<file path="src/rtl/decode_cycle_pkg.sv">
// decode_cycle_pkg: opcode constants, ALUOp/ALUControl/ImmSrc encodings and the
// ALU-control decode helper shared by all pipeline stages.
package decode_cycle_pkg;

    localparam logic [6:0] OP_LW  = 7'b0000011;
    localparam logic [6:0] OP_SW  = 7'b0100011;
    localparam logic [6:0] OP_R   = 7'b0110011;
    localparam logic [6:0] OP_I   = 7'b0010011;
    localparam logic [6:0] OP_BEQ = 7'b1100011;
    localparam logic [6:0] OP_JAL = 7'b1101111;

    typedef enum logic [1:0] {
        ALUOP_ADD   = 2'b00,
        ALUOP_SUB   = 2'b01,
        ALUOP_FUNCT = 2'b10
    } alu_op_e;

    typedef enum logic [2:0] {
        ALU_ADD = 3'b000,
        ALU_SUB = 3'b001,
        ALU_AND = 3'b010,
        ALU_OR  = 3'b011,
        ALU_SLT = 3'b101
    } alu_ctrl_e;

    typedef enum logic [1:0] {
        IMM_I = 2'b00,
        IMM_S = 2'b01,
        IMM_B = 2'b10,
        IMM_J = 2'b11
    } imm_src_e;

    // Subtract is only legal for register-register ops; addi with imm[10]=1
    // shares the funct7[5] bit position and must still add.
    function automatic alu_ctrl_e alu_decode(input alu_op_e op, input logic [2:0] funct3,
                                             input logic funct7_b5, input logic is_r);
        if (op == ALUOP_SUB) return ALU_SUB;
        if (op != ALUOP_FUNCT) return ALU_ADD;
        case (funct3)
            3'b000:  return (is_r && funct7_b5) ? ALU_SUB : ALU_ADD;
            3'b010:  return ALU_SLT;
            3'b110:  return ALU_OR;
            3'b111:  return ALU_AND;
            default: return ALU_ADD;
        endcase
    endfunction

endpackage

</file>
<file path="src/rtl/decode_cycle_register_file.sv">
// Register_File: NREG x XLEN register file, two combinational read ports, one write port.
//   clk, rst (async active-low, clears every entry)
//   a1/a2 -> rd1/rd2 : read ports, x0 always reads 0
//   we, a3, wd       : write port, writes to x0 discarded
// Macro RF_WB_BYPASS_EN: a read of the register being written this cycle returns wd.
module Register_File #(
    parameter int XLEN = 32,
    parameter int NREG = 32
) (
    input  logic            clk,
    input  logic            rst,
    input  logic [4:0]      a1,
    input  logic [4:0]      a2,
    input  logic            we,
    input  logic [4:0]      a3,
    input  logic [XLEN-1:0] wd,
    output logic [XLEN-1:0] rd1,
    output logic [XLEN-1:0] rd2
);

    logic [XLEN-1:0] regs_q [NREG];
    logic [XLEN-1:0] regs_d [NREG];

    always_comb begin
        regs_d = regs_q;
        if (we && a3 != '0) regs_d[a3] = wd;
    end

    always_ff @(posedge clk or negedge rst) begin
        if (!rst) regs_q <= '{default: '0};
        else      regs_q <= regs_d;
    end

`ifdef RF_WB_BYPASS_EN
    assign rd1 = (a1 == '0) ? '0 : (we && a3 == a1) ? wd : regs_q[a1];
    assign rd2 = (a2 == '0) ? '0 : (we && a3 == a2) ? wd : regs_q[a2];
`else
    assign rd1 = (a1 == '0) ? '0 : regs_q[a1];
    assign rd2 = (a2 == '0) ? '0 : regs_q[a2];
`endif

endmodule

</file>
<file path="src/rtl/decode_cycle.sv">
// decode_cycle: RISC-V decode stage plus ID/EX pipeline register.
//   clk, rst (async active-low)
//   Instr_D, PC_D, PCPlusD            : instruction and PCs from IF/ID
//   RegWrite_W, RD_W, Result_W        : write-back port into the register file
//   Stall_D (hold ID/EX), Flush_E (bubble, wins over Stall_D)
//   *_E outputs                       : registered controls, operands, immediate, indices
// Macro RF_WB_BYPASS_EN: same-cycle write-back forwarding inside the register file.
module decode_cycle
    import decode_cycle_pkg::*;
#(
    parameter int XLEN = 32,
    parameter int NREG = 32
) (
    input  logic            clk,
    input  logic            rst,
    input  logic [31:0]     Instr_D,
    input  logic [XLEN-1:0] PC_D,
    input  logic [XLEN-1:0] PCPlusD,
    input  logic            RegWrite_W,
    input  logic [4:0]      RD_W,
    input  logic [XLEN-1:0] Result_W,
    input  logic            Stall_D,
    input  logic            Flush_E,
    output logic            RegWrite_E,
    output logic            MemWrite_E,
    output logic            ALUSrc_E,
    output logic            Branch_E,
    output logic            Jump_E,
    output logic [1:0]      ResultSrc_E,
    output logic [2:0]      ALUControl_E,
    output logic [XLEN-1:0] RD1_E,
    output logic [XLEN-1:0] RD2_E,
    output logic [XLEN-1:0] Imm_Ext_E,
    output logic [XLEN-1:0] PC_E,
    output logic [XLEN-1:0] PCPlus_E,
    output logic [4:0]      RS1_E,
    output logic [4:0]      RS2_E,
    output logic [4:0]      RD_E
);

    typedef struct packed {
        logic            reg_write;
        logic            mem_write;
        logic            alu_src;
        logic            branch;
        logic            jump;
        logic [1:0]      result_src;
        alu_ctrl_e       alu_ctrl;
        logic [XLEN-1:0] rd1;
        logic [XLEN-1:0] rd2;
        logic [XLEN-1:0] imm_ext;
        logic [XLEN-1:0] pc;
        logic [XLEN-1:0] pc_plus;
        logic [4:0]      rs1;
        logic [4:0]      rs2;
        logic [4:0]      rd;
    } idex_t;

    logic [XLEN-1:0] rd1, rd2, imm_i, imm_s, imm_b, imm_j;
    logic [6:0]      op;
    alu_op_e         alu_op;
    imm_src_e        imm_src;
    idex_t           dec, idex_d, idex_q;

    Register_File #(.XLEN(XLEN), .NREG(NREG)) u_rf (
        .clk (clk),
        .rst (rst),
        .a1  (Instr_D[19:15]),
        .a2  (Instr_D[24:20]),
        .we  (RegWrite_W),
        .a3  (RD_W),
        .wd  (Result_W),
        .rd1 (rd1),
        .rd2 (rd2)
    );

    assign op    = Instr_D[6:0];
    assign imm_i = {{(XLEN-12){Instr_D[31]}}, Instr_D[31:20]};
    assign imm_s = {{(XLEN-12){Instr_D[31]}}, Instr_D[31:25], Instr_D[11:7]};
    assign imm_b = {{(XLEN-12){Instr_D[31]}}, Instr_D[7], Instr_D[30:25], Instr_D[11:8], 1'b0};
    assign imm_j = {{(XLEN-20){Instr_D[31]}}, Instr_D[19:12], Instr_D[20], Instr_D[30:21], 1'b0};

    always_comb begin
        dec     = '0;
        alu_op  = ALUOP_ADD;
        imm_src = IMM_I;
        case (op)
            OP_LW:  begin dec.reg_write = 1'b1; dec.alu_src = 1'b1; dec.result_src = 2'b01; end
            OP_SW:  begin dec.mem_write = 1'b1; dec.alu_src = 1'b1; imm_src = IMM_S; end
            OP_R:   begin dec.reg_write = 1'b1; alu_op = ALUOP_FUNCT; end
            OP_I:   begin dec.reg_write = 1'b1; dec.alu_src = 1'b1; alu_op = ALUOP_FUNCT; end
            OP_BEQ: begin dec.branch = 1'b1; alu_op = ALUOP_SUB; imm_src = IMM_B; end
            OP_JAL: begin dec.reg_write = 1'b1; dec.jump = 1'b1; dec.result_src = 2'b10; imm_src = IMM_J; end
            default: ;
        endcase
        dec.alu_ctrl = alu_decode(alu_op, Instr_D[14:12], Instr_D[30], op == OP_R);
        dec.imm_ext  = (imm_src == IMM_S) ? imm_s :
                       (imm_src == IMM_B) ? imm_b :
                       (imm_src == IMM_J) ? imm_j : imm_i;
        dec.rd1      = rd1;
        dec.rd2      = rd2;
        dec.pc       = PC_D;
        dec.pc_plus  = PCPlusD;
        dec.rs1      = Instr_D[19:15];
        dec.rs2      = Instr_D[24:20];
        dec.rd       = Instr_D[11:7];
    end

    always_comb begin
        idex_d = dec;
        if (Flush_E)      idex_d = '0;
        else if (Stall_D) idex_d = idex_q;
    end

    always_ff @(posedge clk or negedge rst) begin
        if (!rst) idex_q <= '0;
        else      idex_q <= idex_d;
    end

    assign RegWrite_E   = idex_q.reg_write;
    assign MemWrite_E   = idex_q.mem_write;
    assign ALUSrc_E     = idex_q.alu_src;
    assign Branch_E     = idex_q.branch;
    assign Jump_E       = idex_q.jump;
    assign ResultSrc_E  = idex_q.result_src;
    assign ALUControl_E = idex_q.alu_ctrl;
    assign RD1_E        = idex_q.rd1;
    assign RD2_E        = idex_q.rd2;
    assign Imm_Ext_E    = idex_q.imm_ext;
    assign PC_E         = idex_q.pc;
    assign PCPlus_E     = idex_q.pc_plus;
    assign RS1_E        = idex_q.rs1;
    assign RS2_E        = idex_q.rs2;
    assign RD_E         = idex_q.rd;

endmodule

</file>
<file path="config.mk">
export PLATFORM = sky130hd
export DESIGN_NAME = decode_cycle
export DESIGN_NICKNAME = d
export VERILOG_FILES = /design/src/rtl/decode_cycle_pkg.sv /design/src/rtl/decode_cycle_register_file.sv /design/src/rtl/decode_cycle.sv
export SDC_FILE = /design/constraint.sdc
export NUM_CORES = 2
export LEC_CHECK = 0
export CORE_UTILIZATION = 40
export DETAILED_ROUTE_END_ITERATION = 12
export PLACE_DENSITY = 0.64
export SYNTH_ARGS = -nofsm -noshare
export SYNTH_HDL_FRONTEND = slang
export SYNTH_SLANG_ARGS = --single-unit
export TNS_END_PERCENT = 30
</file>
<file path="constraint.sdc">
create_clock -name clk -period 1.8 [get_ports clk]
set_input_delay 0.36 -clock clk [delete_from_list [all_inputs] [get_ports clk]]
set_output_delay 0.36 -clock clk [all_outputs]
set_load 0.03 [all_outputs]
</file>
==> flow_summary.yaml <==
timing:
  fin_crit_ps: 1900
  holdWs_ps: 59.62
  max_freq_mhz: 526.3
  finalHoldViolCount: 0
  rsz0062_at_grt: "yes"
  maxSlewHeadroom_pct: 12.14
  fin_skew_ps: 26.60
  setup_violations: 66
  fin_crit_sh_pct: 105.6
  drv_slew: 0
  layout_setup_ws_ps: -100.0
  worst_pin_slew_ps: 1315
setup_path:
  critPathTopFamily: "flip-flops"
  r2r_cells: 5
  cp_num_cells: 2
  crit_buf_inv: 2
  critical_path_arrival_ps: 1540
  cpMostUsedCell: "buf_6"
  critPathLaunchType: "flip-flop"
  crit_fanout: 7
  crit_chain: "buf_6, buf_6"
  critPathRequiredTime_ps: 1440
  slowest_stage: "dfrtp_2"
  path_class: "flip-flop to output pin"
  critPathMaxStageDelay_ps: 450
  end_kind: "output pin"
route:
  wl_per_cell_um: 28.46
  dr.pass1.iters: 7
  via_per_inst: 6.015
  via_count: 43110
  route.detailed.drc: 0
  routed_wirelength_um: 203900
  drtAntennaViolNets: 0
  drt_iter0_drc: 3595
global_routing:
  antenna_found_initial: 6
  grt_first_pass_wirelength_um: 302600
  grt_util_all_layers_pct: 26.13
  grt_max_degree: 80
  grt_remaining_overflow: 0
  grt_pass1_vias: 44400
synthesis:
  synth_compound_area_share_pct: 5.356
  synthAdderAreaFrac_pct: 0
  synthCells: 4371
  synthXorXnorAreaFrac_pct: 0
  syn_nets: 4509
  ys.flop_type: "dfrtp_1"
  synth_edf_count: 0
  synth_seq_cells: 1198
  syn_avg_cell_area_um2: 14.07
  async_reset_ff_share_pct: 100.0
  synth_cell_types: 60
  yosysWarnings: 0
  synth_top_family_by_area: "multiplexers"
  muxShareOfSynthArea_pct: 39.19
  synth-simple-area-share_pct: 3.049
  synthesis.area_um2: 61510
  yosysSeqAreaShare_pct: 48.74
power:
  total_leakage_power_nw: 34.50
  switching_share_pct: 27.72
  p_seq_share_pct: 43.6
  pwr-share-clk_pct: 35.2
  pwr-share-comb_pct: 21.2
  internal-power_w: 0.05785
  ir_drop_mv: 1.023
  p_sw_w: 0.02219
  p_per_area_nw_per_um2: 1033
clock_tree:
  clkTransAtPathRegs_ps: 60
  cts_max_level: 4
  cts_sinks: 1198
  insertion_delay_ps: 800
  cts_buffers: 135
  cts_buffer_depth: 3
  root_buffer: "clkbuf_16"
  cts_tree: "done"
placement:
  place_ws_ps: -815.9
  hpwl_um: 138400
  io_buffers: 322
  gp_congestion: 0.8508
final_layout:
  finalNetCount: 5175
  syn2layout_area_growth_pct: 25.99
  diodes: 0
  nFillCells: 12860
  layout_common_cells: "dfrtp_1 (1186), mux2_2 (1152), buf_4 (519), mux4_2 (357), mux2i_1 (303)"
  final_common_cell: "dfrtp_1"
  drive_gt1_share_pct: 53.56
floorplan:
  die_height_um: 394.1
  core_area_um2: 152300
  dieWidth_um: 394.1
  io-pin-count: 323
  num_rows: 143
  die-area_um2: 155300
  start_util_pct: 40.40
run_status:
  outcome: "complete, but fails checks"
  violations: "setup timing"
min_path:
  hold_path.class: "input pin to async pin"
run:
  max_cap_viol_count: 0
## metal layers
| metal | vias to the layer above | part of all wire (%) | global-route usage, % |
|---|---|---|---|
| met5 | - | 0.051 | 0 |
| met4 | 10 | 3.0 | 8.220 |
| met3 | 354 | 6.8 | 4.762 |
| met2 | 1643 | 47 | 41.72 |
| met1 | 23120 | 43 | 36.07 |
| li1 | 17980 | - | - |
## synthesized netlist by cell type (all sizes together) (3+ instances only)
master   instances  area [µm²]
o221ai          27       236.5
nand4            4       25.02
o22ai           89       556.8
nand2          128       480.5
dfrtp         1198       29980
a221oi         116        1079
mux2          1157       13030
nor3b            7       52.55
o21bai           3       22.52
a21oi           81       405.4
a22oi            4       30.03
nor2b            6       37.54
o31ai           20       150.1
nand2b           9       56.30
o2111ai         20       175.2
a311oi           3       26.28
a21o             4       30.03
a211oi           5       37.54
buf            224        1251
o221a            4       45.04
mux4           357        8040
inv             15       56.30
clkbuf         251       945.9
nand3           17       85.08
mux2i          303        3033
nand3b          28       210.2
or3             12       75.07
a41o             3       30.03
a2111oi          3       26.28
nor3            28       140.1
a31oi            9       62.56
nor2           158       595.6
a22o            10       87.58
o21ai           41       205.2
or2              5       31.28
## area by class of cell
cell class	count	area [µm²]	share of cell area, %
flip-flops and latches	1198	29990	38.71
repair buffers	1004	10400	13.42
clock inverters	45	580.6	0.7492
multi-input cells	2682	30030	38.75
well taps	2030	2540	3.278
inverters	16	60.06	0.07750
clock buffers	191	3891	5.021
## logic make-up (layout without fill, tap and decap cells)
group                  Yosys count  after routing
multiplexers                  1817           1817
AO/OA/AOI/OAI                  452            452
flip-flops                    1198           1198
buffers and inverters          491           1256
AND/OR/NAND/NOR                413            413
## path summary, 6_finish.rpt
| kind | from | endpoint | slack, ps |
|---|---|---|---|
| setup / recovery | Imm_Ext_E[30] | Imm_Ext_E[30] | -100 |
| hold / removal | rst | RS2_E[1] | 60 |
| setup reg to reg | u_rf.regs_q[229] | RD1_E[5] | -60 |
| hold reg to reg | u_rf.regs_q[996] | u_rf.regs_q[996] | 400 |
| max in group asynchronous | rst | u_rf.regs_q[46] | 870 |
| min in group clk | Stall_D | Imm_Ext_E[0] | 120 |
## worst reg2reg max path: cells and delay by family, from the launching register on
kind	cells	cell delay, ps
buffers and inverters	1	190
AOI/OAI and AO/OA	2	400
muxes	2	760
DFF	1	400
## state kept, by name, indices dropped and copies added (netlist names)
signal	count
ALUControl_E	3
u_rf.regs_q	1024
RD1_E	32
RD2_E	32
RegWrite_E	1
PCPlus_E	32
ResultSrc_E	2
RS2_E	5
Branch_E	1
Imm_Ext_E	21
Jump_E	1
RD_E	5
ALUSrc_E	1
RS1_E	5
MemWrite_E	1
PC_E	32
## stage by stage
step / cells / util, % / cell area [µm²] / power, W / TNS (ps)
finish: 7166 / 50.89 / 77490 / 0.08004 / -1837
global route: 7166 / 50.89 / 77490 / 0.08321 / -5172
CTS: 7160 / 50.85 / 77430 / 0.08015 / -10430
detailed placement: 6899 / 47.60 / 72480 / 0.05179 / -676800
global placement: 6899 / 47.60 / 72480 / 0.05116 / -692240
floorplan: 4371 / - / 61670 / 0.04513 / -8555
## power groups by stage
| stage | combinational (W) | clock (W) | sequential [W] |
|---|---|---|---|
| after CTS | 0.0168 | 0.0286 | 0.0348 |
| after global placement | 0.0162 | 0 | 0.0349 |
| after detailed placement | 0.0166 | 0 | 0.0352 |
| after global routing | 0.0181 | 0.0297 | 0.0354 |
| final | 0.0170 | 0.0282 | 0.0349 |
| after floorplan | 0.0106 | 0 | 0.0346 |
## what timing repair did
| item | in CTS | in global routing |
|---|---|---|
| gates resized for setup | 785 | 195 |
| pin swaps | 3 | 20 |
| buffers inserted | 22 | 6 |
| endpoints found under the hold margin | 515 | 0 |
| endpoints found under the setup margin | 205 | 290 |
| hold buffers | 3 | 0 |
(Power assumes the default switching activity.)
